===== config.mk =====
export PLATFORM = sky130hd
export DESIGN_NAME = pc_fetch_sequencer
export DESIGN_NICKNAME = d
export VERILOG_FILES = /design/src/rtl/pc_fetch_sequencer.sv
export SDC_FILE = /design/constraint.sdc
export NUM_CORES = 1
export LEC_CHECK = 0
export BUFFER_PORTS_ARGS = -buffer_cell sky130_fd_sc_hd__buf_2
export CAP_MARGIN = 5
export CORE_AREA = 2 2 78 80
export DETAILED_ROUTE_END_ITERATION = 8
export DIE_AREA = 0 0 80 82
export PLACE_DENSITY = 0.78
export SYNTH_ARGS = -nofsm -noshare
export SYNTH_HDL_FRONTEND = slang
export SYNTH_SLANG_ARGS = --single-unit

===== constraint.sdc =====
create_clock -name clock -period 2.9 [get_ports clock]
set_input_delay 0.29 -clock clock [delete_from_list [all_inputs] [get_ports clock]]
set_output_delay 0.29 -clock clock [all_outputs]
set_load 0.01 [all_outputs]

===== src/rtl/pc_fetch_sequencer.sv =====
// PC owner and fetch/execute sequencer: req/ack fetch, wait for exec_done, resolve redirects, halt/resume.
// Optional fetch-timeout fault is compiled in with `define PCSEQ_TIMEOUT_EN.
module pc_fetch_sequencer #(
  parameter int                ADDR_W      = 32,
  parameter logic [ADDR_W-1:0] RESET_PC    = '0,
  parameter int                TIMEOUT_CYC = 16
) (
  input  logic              clock,
  input  logic              reset,
  output logic              imem_req,
  output logic [ADDR_W-1:0] imem_addr,
  input  logic              imem_ack,
  output logic              instr_valid,
  input  logic              exec_done,
  input  logic              brancheq,
  input  logic              branchneq,
  input  logic              zero,
  input  logic              jump,
  input  logic [ADDR_W-1:0] target,
  input  logic              halt,
  input  logic              resume,
  output logic [ADDR_W-1:0] pc,
  output logic              halted,
  output logic              fault,
  output logic [2:0]        state
);

  typedef enum logic [2:0] {
    IDLE  = 3'd0,
    FETCH = 3'd1,
    EXEC  = 3'd2,
    HALT  = 3'd3,
    FAULT = 3'd4
  } state_t;

  state_t            state_q, state_d;
  logic [ADDR_W-1:0] pc_q, pc_d;
  logic              req_q, req_d;
  logic              valid_q, valid_d;
  logic              halted_q, halted_d;
  logic [ADDR_W-1:0] next_pc;

`ifdef PCSEQ_TIMEOUT_EN
  localparam int CNT_W = (TIMEOUT_CYC > 1) ? $clog2(TIMEOUT_CYC) : 1;
  logic [CNT_W-1:0] cnt_q, cnt_d;
  logic             fault_q, fault_d;
`endif

  // branchneq outranks brancheq, which outranks jump
  always_comb begin
    next_pc = pc_q + ADDR_W'(1);
    if (branchneq) begin
      if (!zero) next_pc = target;
    end else if (brancheq) begin
      if (zero) next_pc = target;
    end else if (jump) begin
      next_pc = target;
    end
  end

  always_comb begin
    state_d  = state_q;
    pc_d     = pc_q;
    req_d    = 1'b0;
    valid_d  = 1'b0;
    halted_d = 1'b0;
`ifdef PCSEQ_TIMEOUT_EN
    cnt_d    = cnt_q;
    fault_d  = fault_q;
`endif
    case (state_q)
      IDLE: begin
        state_d = FETCH;
        req_d   = 1'b1;
`ifdef PCSEQ_TIMEOUT_EN
        cnt_d   = '0;
`endif
      end
      FETCH: begin
        if (imem_ack) begin
          state_d = EXEC;
          valid_d = 1'b1;
        end else begin
          req_d = 1'b1;
`ifdef PCSEQ_TIMEOUT_EN
          if (cnt_q == CNT_W'(TIMEOUT_CYC - 1)) begin
            state_d = FAULT;
            fault_d = 1'b1;
            req_d   = 1'b0;
          end else begin
            cnt_d = cnt_q + CNT_W'(1);
          end
`endif
        end
      end
      EXEC: begin
        if (exec_done) begin
          pc_d = next_pc;
          if (halt) begin
            state_d  = HALT;
            halted_d = 1'b1;
          end else begin
            state_d = FETCH;
            req_d   = 1'b1;
`ifdef PCSEQ_TIMEOUT_EN
            cnt_d   = '0;
`endif
          end
        end
      end
      HALT: begin
        if (resume) begin
          state_d = FETCH;
          req_d   = 1'b1;
`ifdef PCSEQ_TIMEOUT_EN
          cnt_d   = '0;
`endif
        end else begin
          halted_d = 1'b1;
        end
      end
      FAULT: begin
        state_d = FAULT;
      end
      default: begin
        state_d = IDLE;
      end
    endcase
  end

  always_ff @(posedge clock or negedge reset) begin
    if (!reset) begin
      state_q  <= IDLE;
      pc_q     <= RESET_PC;
      req_q    <= 1'b0;
      valid_q  <= 1'b0;
      halted_q <= 1'b0;
`ifdef PCSEQ_TIMEOUT_EN
      cnt_q    <= '0;
      fault_q  <= 1'b0;
`endif
    end else begin
      state_q  <= state_d;
      pc_q     <= pc_d;
      req_q    <= req_d;
      valid_q  <= valid_d;
      halted_q <= halted_d;
`ifdef PCSEQ_TIMEOUT_EN
      cnt_q    <= cnt_d;
      fault_q  <= fault_d;
`endif
    end
  end

  assign imem_req    = req_q;
  assign imem_addr   = pc_q;
  assign pc          = pc_q;
  assign instr_valid = valid_q;
  assign halted      = halted_q;
  assign state       = state_q;
`ifdef PCSEQ_TIMEOUT_EN
  assign fault       = fault_q;
`else
  assign fault       = 1'b0;
`endif

endmodule


==> results.cfg <==
[power_and_ir_drop]
total_power_uw = 2832
power_frac_comb_pct = 47.6
intPower_uw = 1499
power_switching_uw = 1333
worst_ir_drop_vdd_mv = 0.3700
pwr-share-clk_pct = 12.4
powerDensity_nw_per_um2 = 904.3
p_leak_uw = 0.001400
p_sw_share_pct = 47.08
p_seq_share_pct = 40.0

[sta]
finalSetupTns_ns = 0
slew_viol_final = 0
maxSlewHeadroom_pct = 41.32
hold_viol_final = 0
fin_skew_ns = 0.007330
setup_violations = 0
fmax_mhz = 429.0
min_period_ns = 2.331
worstMarginPinSlew_ns = 0.8802
rsz0062_at_grt = no
post-route-period-util_pct = 80.37

[setup_path]
critical_path.max_fanout = 13
crit_path_start_kind = register
crit_chain = nand3_2 -> or4_4 -> or4_4 -> a311o_1
end_kind = register
critPathArrivalTime_ns = 2.51
worst-setup-path-type = register to register
critPathMaxStageDelay_ns = 0.65
cpMostUsedCell = or4_4
slowest_stage = or4_4
worstPathRequired_ns = 3.08
r2r_slack_ns = 0.57

[grt]
grt.overflow.total = 0
grt_pass1_wl_um = 11690
grt_pass1_vias = 2459
track_usage_pct = 22.51
grt_max_degree = 40
antenna_found_initial = 0

[placement]
gp_congestion = 0.8802
placedCellCount = 473
port_buffers = 111
place_hpwl_um = 5253

[floorplan]
rows = 28
design.core.area_um2 = 5746
die_x_um = 80
die_height_um = 82
io-pin-count = 113
initial_core_util_pct = 46.30
dieArea_um2 = 6560

[yosys]
ys_ff_latch = 38
ys_types = 46
synth_edf_count = 0
synthCells = 334
syn_nets = 377
ys_async_sr_fraction_pct = 100.0
synth_seq_area_share_pct = 35.75
avgSynthCellArea_um2 = 7.964
syn_area_um2 = 2660
dominantRegCellSynth = dfrtp_1
yosys_warnings = 0

[clock_network]
clock_sinks = 38
cts_buffer_depth = 2
cts_buffers = 5
htree_num_levels = 2
cts_root_buf = clkbuf_8
post_cts_buffers = 0
cts_hold_buf = 0
clk_latency_ns = 0.29
cts.repair.resized = 0
tritoncts = built
clk_pin_slew_ns = 0.07

[drt]
antenna_left = 0
routedWlPerCell_um = 15.15
num_vias = 2829
firstDrtPassIters = 5
drc_errors = 0
wirelength_um = 7271
vias_per_cell = 5.894
drtIter0Drc = 218

[min_path]
hold_path_class = primary input to asynchronous set/reset pin

[cells_and_area]
layout.cells.non_filler = 480
finish.net_count = 448
antennaDiodeCount = 0
synthToLayoutAreaGrowth_pct = 17.73
final_layout_size_suffix_gt1_share_pct = 33.09
finish.utilization_pct = 54.51

[run_status]
status = complete, no violations

[job]
max_cap_viol_count = 0
[power by group through the flow]
stage / clock network, uW / logic, uW / registers, uW
2_1_floorplan: 0 / 966 / 1170
3_3_place_gp: 0 / 1350 / 1120
3_5_place_dp: 0 / 1350 / 1140
4_1_cts: 358 / 1350 / 1130
5_1_grt: 384 / 1500 / 1200
6_report: 351 / 1350 / 1130
[Yosys cell counts (all sizes together), types with 2 or more instances]
cell type,n,share of area [%]
a31o,2,0.66
o32ai,3,0.99
nor4,6,1.4
nor3,9,1.7
and4b,2,0.75
a2bb2oi,5,1.6
nor2,27,3.8
a211oi,2,0.56
and3,6,1.4
a311o,2,0.75
nand2,28,4.0
mux2i,2,0.75
or4,3,1.1
or3,4,0.94
and4,2,0.66
inv,7,0.99
o22a,8,2.6
o211ai,3,0.85
nand4,15,3.5
buf,35,9.8
dfrtp,38,36
o21ai,12,2.3
a21oi,37,7.0
o22ai,7,1.6
a31oi,10,2.4
nand3,23,4.5
clkbuf,20,2.8
[cells by family (layout without fill, tap and decap cells)]
group	count (synthesis)	count (layout)	share of synthesized area, %
adders and majority gates	1	1	0.4703
and+or+nand+nor	129	129	24.79
AOI/OAI and AO/OA	101	101	24.51
DFF	38	38	35.75
buffers and inverters	62	133	13.59
other	1	1	0.1410
muxes	2	2	0.7526
[final cells by class]
type                            count  area [um2]
Tap cell                           75       93.84
Timing Repair Buffer              119       628.1
Sequential cell                    38       950.9
Inverter                            7       26.28
Multi-Input combinational cell    234        1354
Clock buffer                        5       68.82
Clock inverter                      2       10.01
Fill cell                         559        2614
[cells in the final DEF (no fill, tap or decap), types with 3 or more instances in the layout]
cell	count
nor2_1	27
clkbuf_8	5
a31oi_1	10
dfrtp_1	38
nor4_1	6
o22a_1	8
and3_1	6
buf_2	111
nand4_1	15
o22ai_1	7
a21oi_1	37
o21ai_0	12
nor3_1	8
a2bb2oi_1	5
nand2_1	28
or3_1	3
buf_4	7
nand3_1	22
o32ai_1	3
inv_1	7
o211ai_1	3
[sequential cells by signal (all words and copies together), names as in the netlist]
register	count
instr_valid	1
halted	1
imem_req	1
imem_addr	32
state	3
[metrics by stage]
step / cell area [um2] / setup WS (ns) / hold WS (ns)
after floorplan: 2660 / 0.7351 / -0.005591
after global placement: 3053 / 0.6506 / 0.4631
after detailed placement: 3053 / 0.5878 / 0.4555
after CTS: 3132 / 0.5824 / 0.1421
after global routing: 3132 / 0.4997 / 0.1813
final: 3132 / 0.5692 / 0.1203
[metal layers]
layer,up-vias,global-route usage [%],share of wire [%]
li1,1355,-,-
met1,1316,31.82,44
met2,148,35.00,46
met3,10,3.626,8.6
met4,0,7.797,1.2
met5,-,0,0
[worst paths after layout]
path | to | startpoint | cells past startpoint
hold / removal | imem_addr[23] | reset | 1
min in group clock | imem_addr[0] | target[0] | 3
setup reg to reg | imem_addr[31] | imem_addr[8] | 4
hold reg to reg | state[1] | state[2] | 1
max in group asynchronous | imem_addr[10] | reset | 1
setup / recovery | imem_addr[31] | imem_addr[8] | 4
[critical path: cells and delay by family (launching register included)]
| kind | cells | cell delay, ns |
|---|---|---|
| AND/OR/NAND/NOR | 3 | 1.36 |
| flip-flops | 1 | 0.50 |
| AO/OA/AOI/OAI | 1 | 0.35 |
(Power assumes the default switching activity.)
